**src/rtl/fp_int_to_fp_if.sv**
```systemverilog
`default_nettype none
// ============================================================================
// Module  : fp_int_to_fp_if
// Brief   : Request/result bundle for the integer-to-binary32 converter.
// Revision: 1.0
// ============================================================================
interface fp_int_to_fp_if #(
   parameter int DATA_WIDTH = 32
);
   logic                  in_start;
   logic [DATA_WIDTH-1:0] in_data;
   logic                  in_signed;
   logic [2:0]            in_rm;
   logic [DATA_WIDTH-1:0] out_data;
   logic                  out_valid;
   logic                  out_busy;
   logic                  out_flag_NX;

   modport master (
      output in_start, in_data, in_signed, in_rm,
      input  out_data, out_valid, out_busy, out_flag_NX
   );

   modport slave (
      input  in_start, in_data, in_signed, in_rm,
      output out_data, out_valid, out_busy, out_flag_NX
   );
endinterface
`default_nettype wire

```
**src/rtl/fp_int_to_fp.sv**
```systemverilog
`default_nettype none
// ============================================================================
// Module  : fp_int_to_fp
// Brief   : Iterative FCVT.S.W / FCVT.S.WU with RISC-V rounding and NX flag.
// Revision: 1.0
// ============================================================================
module fp_int_to_fp #(
   parameter int DATA_WIDTH = 32
) (
   input  wire logic        in_clk,
   input  wire logic        in_rst,
   fp_int_to_fp_if.slave    bus
);

   typedef enum logic [1:0] {
      S_IDLE  = 2'd0,
      S_NORM  = 2'd1,
      S_ROUND = 2'd2,
      S_DONE  = 2'd3
   } state_t;

   localparam logic [7:0] c_EXP_INIT = 8'd158;

   state_t      r_state;
   state_t      w_next;
   logic [31:0] r_mag;
   logic [7:0]  r_exp;
   logic        r_sign;
   logic [2:0]  r_rm;
   logic [31:0] r_out_data;
   logic        r_out_nx;

   logic        w_cap_sign;
   logic [31:0] w_cap_mag;
   logic        w_cap_zero;
   logic [22:0] w_m;
   logic        w_g;
   logic        w_st;
   logic        w_lsb;
   logic        w_inc;
   logic [23:0] w_sum;
   logic [22:0] w_man_rnd;
   logic [7:0]  w_exp_rnd;

   // -2^31 negates to itself, which is exactly the unsigned magnitude wanted.
   assign w_cap_sign = bus.in_signed & bus.in_data[31];
   assign w_cap_mag  = w_cap_sign ? (~bus.in_data + 32'd1) : bus.in_data;
   assign w_cap_zero = (w_cap_mag == 32'd0);

   assign w_m   = r_mag[30:8];
   assign w_g   = r_mag[7];
   assign w_st  = |r_mag[6:0];
   assign w_lsb = r_mag[8];

   always_comb begin
      w_inc = 1'b0;
      case (r_rm)
         3'b001:  w_inc = 1'b0;
         3'b010:  w_inc = r_sign & (w_g | w_st);
         3'b011:  w_inc = ~r_sign & (w_g | w_st);
         3'b100:  w_inc = w_g;
         default: w_inc = w_g & (w_st | w_lsb);
      endcase
   end

   // Carry out of the mantissa bumps the exponent; E tops out at 159, no overflow.
   assign w_sum     = {1'b0, w_m} + {23'd0, w_inc};
   assign w_man_rnd = w_sum[23] ? 23'd0 : w_sum[22:0];
   assign w_exp_rnd = r_exp + {7'd0, w_sum[23]};

   always_ff @(posedge in_clk or posedge in_rst) begin
      if (in_rst) begin
         r_state <= S_IDLE;
      end else begin
         r_state <= w_next;
      end
   end

   always_comb begin
      w_next = r_state;
      case (r_state)
         S_IDLE:  if (bus.in_start) w_next = w_cap_zero ? S_DONE : S_NORM;
         S_NORM:  if (r_mag[31]) w_next = S_ROUND;
         S_ROUND: w_next = S_DONE;
         S_DONE:  w_next = S_IDLE;
         default: w_next = S_IDLE;
      endcase
   end

   always_ff @(posedge in_clk or posedge in_rst) begin
      if (in_rst) begin
         r_mag      <= 32'd0;
         r_exp      <= 8'd0;
         r_sign     <= 1'b0;
         r_rm       <= 3'd0;
         r_out_data <= 32'd0;
         r_out_nx   <= 1'b0;
      end else begin
         case (r_state)
            S_IDLE: begin
               if (bus.in_start) begin
                  r_sign <= w_cap_sign;
                  r_mag  <= w_cap_mag;
                  r_rm   <= bus.in_rm;
                  r_exp  <= c_EXP_INIT;
                  if (w_cap_zero) begin
                     r_out_data <= 32'd0;
                     r_out_nx   <= 1'b0;
                  end
               end
            end
            S_NORM: begin
               if (!r_mag[31]) begin
                  r_mag <= {r_mag[30:0], 1'b0};
                  r_exp <= r_exp - 8'd1;
               end
            end
            S_ROUND: begin
               r_out_data <= {r_sign, w_exp_rnd, w_man_rnd};
               r_out_nx   <= w_g | w_st;
            end
            default: ;
         endcase
      end
   end

   assign bus.out_data    = r_out_data;
   assign bus.out_flag_NX = r_out_nx;
   assign bus.out_valid   = (r_state == S_DONE);
   assign bus.out_busy    = (r_state != S_IDLE);

endmodule
`default_nettype wire

```
**src/flat_wrapper.sv**
```systemverilog
// flat-port wrapper written by rule: the top's interface ports become plain ports
module fp_int_to_fp_flat 
#(
   parameter int DATA_WIDTH = 32
)
  (in_clk, in_rst, bus_in_start, bus_in_data, bus_in_signed, bus_in_rm, bus_out_data, bus_out_valid, bus_out_busy, bus_out_flag_NX);
  fp_int_to_fp_if #(.DATA_WIDTH(DATA_WIDTH)) bus_i ();
  input  wire logic in_clk;
  input  wire logic in_rst;
  input wire logic [$bits(bus_i.in_start)-1:0] bus_in_start;
  input wire logic [$bits(bus_i.in_data)-1:0] bus_in_data;
  input wire logic [$bits(bus_i.in_signed)-1:0] bus_in_signed;
  input wire logic [$bits(bus_i.in_rm)-1:0] bus_in_rm;
  output wire logic [$bits(bus_i.out_data)-1:0] bus_out_data;
  output wire logic [$bits(bus_i.out_valid)-1:0] bus_out_valid;
  output wire logic [$bits(bus_i.out_busy)-1:0] bus_out_busy;
  output wire logic [$bits(bus_i.out_flag_NX)-1:0] bus_out_flag_NX;
  assign bus_i.in_start = bus_in_start;
  assign bus_i.in_data = bus_in_data;
  assign bus_i.in_signed = bus_in_signed;
  assign bus_i.in_rm = bus_in_rm;
  assign bus_out_data = bus_i.out_data;
  assign bus_out_valid = bus_i.out_valid;
  assign bus_out_busy = bus_i.out_busy;
  assign bus_out_flag_NX = bus_i.out_flag_NX;
  fp_int_to_fp #(.DATA_WIDTH(DATA_WIDTH)) u_core (.in_clk(in_clk), .in_rst(in_rst), .bus(bus_i));
endmodule
```
**config.mk**
```make
export PLATFORM = sky130hd
export DESIGN_NAME = fp_int_to_fp_flat
export DESIGN_NICKNAME = d
export VERILOG_FILES = /design/src/rtl/fp_int_to_fp_if.sv /design/src/rtl/fp_int_to_fp.sv /design/src/flat_wrapper.sv
export SDC_FILE = /design/constraint.sdc
export NUM_CORES = 1
export LEC_CHECK = 0
export ABC_AREA = 1
export BUFFER_PORTS_ARGS = -buffer_cell sky130_fd_sc_hd__buf_2
export CORE_MARGIN = 2
export CORE_UTILIZATION = 59
export DETAILED_ROUTE_END_ITERATION = 8
export HOLD_SLACK_MARGIN = 0.06
export PLACE_DENSITY = 0.79
export SKIP_CTS_REPAIR_TIMING = 1
export SLEW_MARGIN = 20
export SYNTH_ARGS = -nofsm -noshare
export SYNTH_HDL_FRONTEND = slang
export SYNTH_SLANG_ARGS = --single-unit
```
**constraint.sdc**
```tcl
create_clock -name in_clk -period 4.27 [get_ports in_clk]
set_input_delay 1.281 -clock in_clk [delete_from_list [all_inputs] [get_ports in_clk]]
set_output_delay 1.281 -clock in_clk [all_outputs]
set_load 0.01 [all_outputs]
```
==> impl_table.tex <==
\begin{tabular}{lr}
\hline
Metric & Value \\
\hline
\multicolumn{2}{l}{\textbf{Finish}} \\
Final std cells w/o fill & around 1000 \\
Number of antenna cells inserted & 0 \\
Area of the multi-input gates & 0.003037 mm² \\
Number of inserted filler cells in the final layout & 815 \\
Sequential cell area & around 0.0020 mm² \\
Share of post-route cells with drive strength above 1 & 13.20\% \\
Nets & 938 \\
Final core utilization & roughly two thirds \\
Post-route cell area & $\sim$0.0062 mm² \\
Area delta synth->final & 11.75\% \\
\multicolumn{2}{l}{\textbf{Global route}} \\
GR Util met2 & between 40\% and 50\% \\
Total congestion overflow & 0 \\
Global-route wire length before repair & roughly 25000 µm \\
Initial antenna violation count & 0 \\
Global routing met3 resource utilization & 4.369\% \\
Maximum number of pins on one net before global-route repair & 62 \\
Busiest metal layer after global routing & met2 \\
Global router's overall resource usage & between 30\% and 40\% \\
Number of global-route vias before repair & approximately 5400 \\
Met1 GRT Util & approximately two fifths \\
\multicolumn{2}{l}{\textbf{Floorplanning}} \\
Placeable core area & between 0.009 and 0.01 mm² \\
Chip Width & about 100 µm \\
Number of standard-cell rows in the floorplan & 35 \\
DIE AREA & 0.01014 mm² \\
Number of primary I/O pins & 74 \\
Die height & between 100 and 150 µm \\
Initial core utilization & 60.29\% \\
\multicolumn{2}{l}{\textbf{Placed design}} \\
Final RePlAce weighted congestion & 0.9105 \\
Input/output buffers & 73 \\
Placed Instances & approximately 990 \\
Post-detail-place hpwl & around 11000 µm \\
Minimum setup slack after placement & 0.4991 ns \\
Area after DPL & a little under 0.006 mm² \\
\multicolumn{2}{l}{\textbf{Setup path}} \\
Reg2Reg Capture Point & u\_core.bus.out\_data[30]\$\_DFFE\_PP0P\_ \\
Type of element capturing the critical path & register \\
Setup slack, reg-to-reg & just under 0.6 ns \\
Startpoint kind of the worst setup timing path & register \\
Launch point of the worst reg-to-reg path & u\_core.r\_mag[1]\$\_DFFE\_PP0P\_ \\
CP max FO & 5 \\
Worst Reg-to-Reg Cells & 23 \\
Arrival time of the worst setup path & 3.96 ns \\
Required time of the critical path & 4.54 ns \\
Critical path start-end classification & register to register \\
\multicolumn{2}{l}{\textbf{Routing}} \\
Number of nets still failing antenna checks after routing & 0 \\
DRC violation count after routing & 0 \\
Routed length per placed instance & 14.55 µm \\
Routed wire length & roughly 15000 µm \\
Per-cell via count in the routed design & 5.609 \\
DRT Pass-1 Iters & 5 \\
DRC marker count from the first detailed-route iteration & about 430 \\
Number of vias in the routed layout & $\sim$5600 \\
\multicolumn{2}{l}{\textbf{Power and ir drop}} \\
Leak Pwr & roughly 3.3 nW \\
Post-layout total power & 3.872 mW \\
Pwr/cell area & 628.0 mW/mm² \\
VDD IR max & just over 0.0003 V \\
\multicolumn{2}{l}{\textbf{CTS}} \\
Max Root-Sink Buffers & 2 \\
TritonCTS Buffers & 9 \\
Clock net sink count & 79 \\
Clock tree from TritonCTS & built \\
Deepest level of the CTS H-tree & 3 \\
Clk slew on worst S/H paths & roughly 0.11 ns \\
Clock insertion delay at the later pin of the skew report & around 0.37 ns \\
Buffer type at the clock tree root & sky130\_fd\_sc\_hd\_\_clkbuf\_8 \\
\multicolumn{2}{l}{\textbf{Worst hold path}} \\
Launch point of the worst hold path & u\_core.bus.out\_data[21]\$\_DFFE\_PP0P\_ \\
Min-delay worst type & register to register \\
Cells on Worst Hold Path & 2 \\
End point of the worst hold path & u\_core.bus.out\_data[21]\$\_DFFE\_PP0P\_ \\
\multicolumn{2}{l}{\textbf{Synthesis}} \\
Cell accounting for the most synthesized area & sky130\_fd\_sc\_hd\_\_dfrtp\_1 \\
Commonest cells in the netlist & sky130\_fd\_sc\_hd\_\_nand2\_1, sky130\_fd\_sc\_hd\_\_inv\_1, sky130\_fd\_sc\_hd\_\_nor2\_1, sky130\_fd\_sc\_hd\_\_dfrtp\_1, sky130\_fd\_sc\_hd\_\_nand3\_1 \\
Syn. warnings & 0 \\
Post-Synthesis Cells & just over 800 \\
Post-synthesis sequential area ratio & $\sim$36\% \\
Primary FF master, synth & sky130\_fd\_sc\_hd\_\_dfrtp\_1 \\
Mean instance size in the synthesized netlist & 6.672 µm² \\
Number of enable flip-flop cells after synthesis & 0 \\
Flip-flop and latch count after synthesis & 79 \\
Area share of the largest cell type after synthesis & around 36\% \\
Proportion of synthesized flip-flops having asynchronous set or reset & between 90\% and 100\% \\
Most repeated cell in the gate-level netlist after synthesis & sky130\_fd\_sc\_hd\_\_nand2\_1 \\
Nets in the synthesized netlist & 876 \\
Main area contributors after synthesis & sky130\_fd\_sc\_hd\_\_dfrtp\_1, sky130\_fd\_sc\_hd\_\_nand2\_1, sky130\_fd\_sc\_hd\_\_nand3\_1 \\
Cell Area, Synth & $\sim$0.0055 mm² \\
Yosys cell types & 42 \\
\multicolumn{2}{l}{\textbf{STA}} \\
Smallest setup slack after layout & about 0.58 ns \\
Final worst clock skew & approximately 0.021 ns \\
Worst-case headroom to the max-slew limit & about two fifths \\
Max Transition Viols Final & 0 \\
Period minus WS final & about 3.7 ns \\
Worst hold-check slack & 0.5068 ns \\
Highest Clock Rate & 270.7 MHz \\
RSZ-0062 raised after global routing & false \\
Count of endpoints failing hold in the final timing report & 0 \\
Crit share post-route & a little under 90\% \\
Post-Route Setup TNS & 0 ns \\
Final number of setup-violating endpoints & 0 \\
Transition time at the pin with the least slew margin & approximately 0.93 ns \\
\multicolumn{2}{l}{\textbf{Run}} \\
Max\_cap viols & 0 \\
\multicolumn{2}{l}{\textbf{Status}} \\
Run status & finished, final reports clean \\
\hline
\end{tabular}
## power by group
part           internal, mW  switching, mW  leakage, nW  total [mW]
clock                 0.342          0.310        0.115       0.653
sequential             1.07          0.267        0.970        1.33
combinational         0.643           1.24         2.25        1.89
## critical path: stages (launching register included)
cell,delay (ns)
sky130_fd_sc_hd__dfrtp_1,0.36
sky130_fd_sc_hd__inv_1,0.06
sky130_fd_sc_hd__nand4_1,0.10
sky130_fd_sc_hd__nor4_1,0.07
sky130_fd_sc_hd__nand2_1,0.06
sky130_fd_sc_hd__inv_1,0.07
sky130_fd_sc_hd__o31ai_1,0.25
sky130_fd_sc_hd__ha_1,0.23
sky130_fd_sc_hd__nand3_1,0.18
sky130_fd_sc_hd__nor4_4,0.32
sky130_fd_sc_hd__nand3_2,0.21
sky130_fd_sc_hd__nor3_4,0.26
sky130_fd_sc_hd__nand3_2,0.16
sky130_fd_sc_hd__nor2_1,0.18
sky130_fd_sc_hd__ha_1,0.18
sky130_fd_sc_hd__nand2_1,0.07
sky130_fd_sc_hd__nor2_1,0.09
sky130_fd_sc_hd__inv_1,0.08
sky130_fd_sc_hd__nor2_1,0.17
sky130_fd_sc_hd__nand3_1,0.13
sky130_fd_sc_hd__o21ai_0,0.17
sky130_fd_sc_hd__a21oi_1,0.06
sky130_fd_sc_hd__nand2_1,0.06
sky130_fd_sc_hd__nand2_1,0.06
## cells by family after synthesis
kind of cell               count (synthesis)  synth area share [%]
muxes                                      2                0.4081
DFF                                       79                 35.83
buffers and inverters                    126                 9.342
adders and majority gates                 10                 2.268
AOI/OAI and AO/OA                        120                 12.70
xor gates and xnor gates                   9                 1.429
and+or+nand+nor                          481                 38.03
## how the worst max path moves through the flow
stage	from	to	slack (ns)	cells past startpoint
6_report	u_core.r_mag[1]$_DFFE_PP0P_	u_core.bus.out_data[30]$_DFFE_PP0P_	0.58	23
5_1_grt	u_core.r_rm[0]$_DFFE_PP0P_	u_core.bus.out_data[30]$_DFFE_PP0P_	0.06	20
4_1_cts	u_core.r_mag[2]$_DFFE_PP0P_	u_core.bus.out_data[30]$_DFFE_PP0P_	0.54	23
3_5_place_dp	bus_in_data[0]	u_core.bus.out_data[12]$_DFFE_PP0P_	0.50	17
3_3_place_gp	bus_in_data[0]	u_core.bus.out_flag_NX$_DFFE_PP0P_	0.62	17
2_1_floorplan	in_rst	u_core.bus.out_data[0]$_DFFE_PP0P_	0.97	1
## cells in the final DEF, fill, tap and decap left out, drive strengths merged
| cell | instances |
|---|---|
| o311ai | 1 |
| o21bai | 2 |
| nor3 | 26 |
| a32oi | 1 |
| ha | 10 |
| a21oi | 47 |
| o31ai | 1 |
| dfrtp | 79 |
| mux2 | 2 |
| xnor2 | 1 |
| bufinv | 2 |
| clkinv | 1 |
| nor4 | 6 |
| nand3 | 80 |
| buf | 78 |
| o221ai | 1 |
| a311oi | 1 |
| or2 | 3 |
| a31oi | 3 |
| a22oi | 28 |
| o22ai | 1 |
| clkinvlp | 1 |
| nand3b | 7 |
| clkbuf | 9 |
| xor2 | 8 |
| nor2 | 91 |
| inv | 102 |
| nand4 | 10 |
| nor3b | 3 |
| o21ai | 33 |
| nand2 | 255 |
| o211ai | 1 |
## sequential cells by signal (all words and copies together) (netlist names)
signal and count:
u_core.bus.out_data 32, u_core.r_mag 32, u_core.r_exp 8, u_core.r_rm 3
u_core.r_state 2, u_core.bus.out_flag_NX 1, u_core.r_sign 1
## metal layers
metal / part of all wire, % / vias to the layer above
met2: 47 / 180
met1: 46 / 2606
met4: 1.8 / 0
met5: 0 / -
li1: - / 2829
met3: 4.8 / 22
## area by class of cell
cell class | instances | area share, %
timing repair buffer | 78 | 6.534
inverter | 99 | 6.067
clock buffer | 9 | 2.009
tap | 111 | 2.252
clock inverter | 7 | 1.826
multi-input combinational | 622 | 49.25
sequential | 79 | 32.06
(Power assumes the default switching activity.)
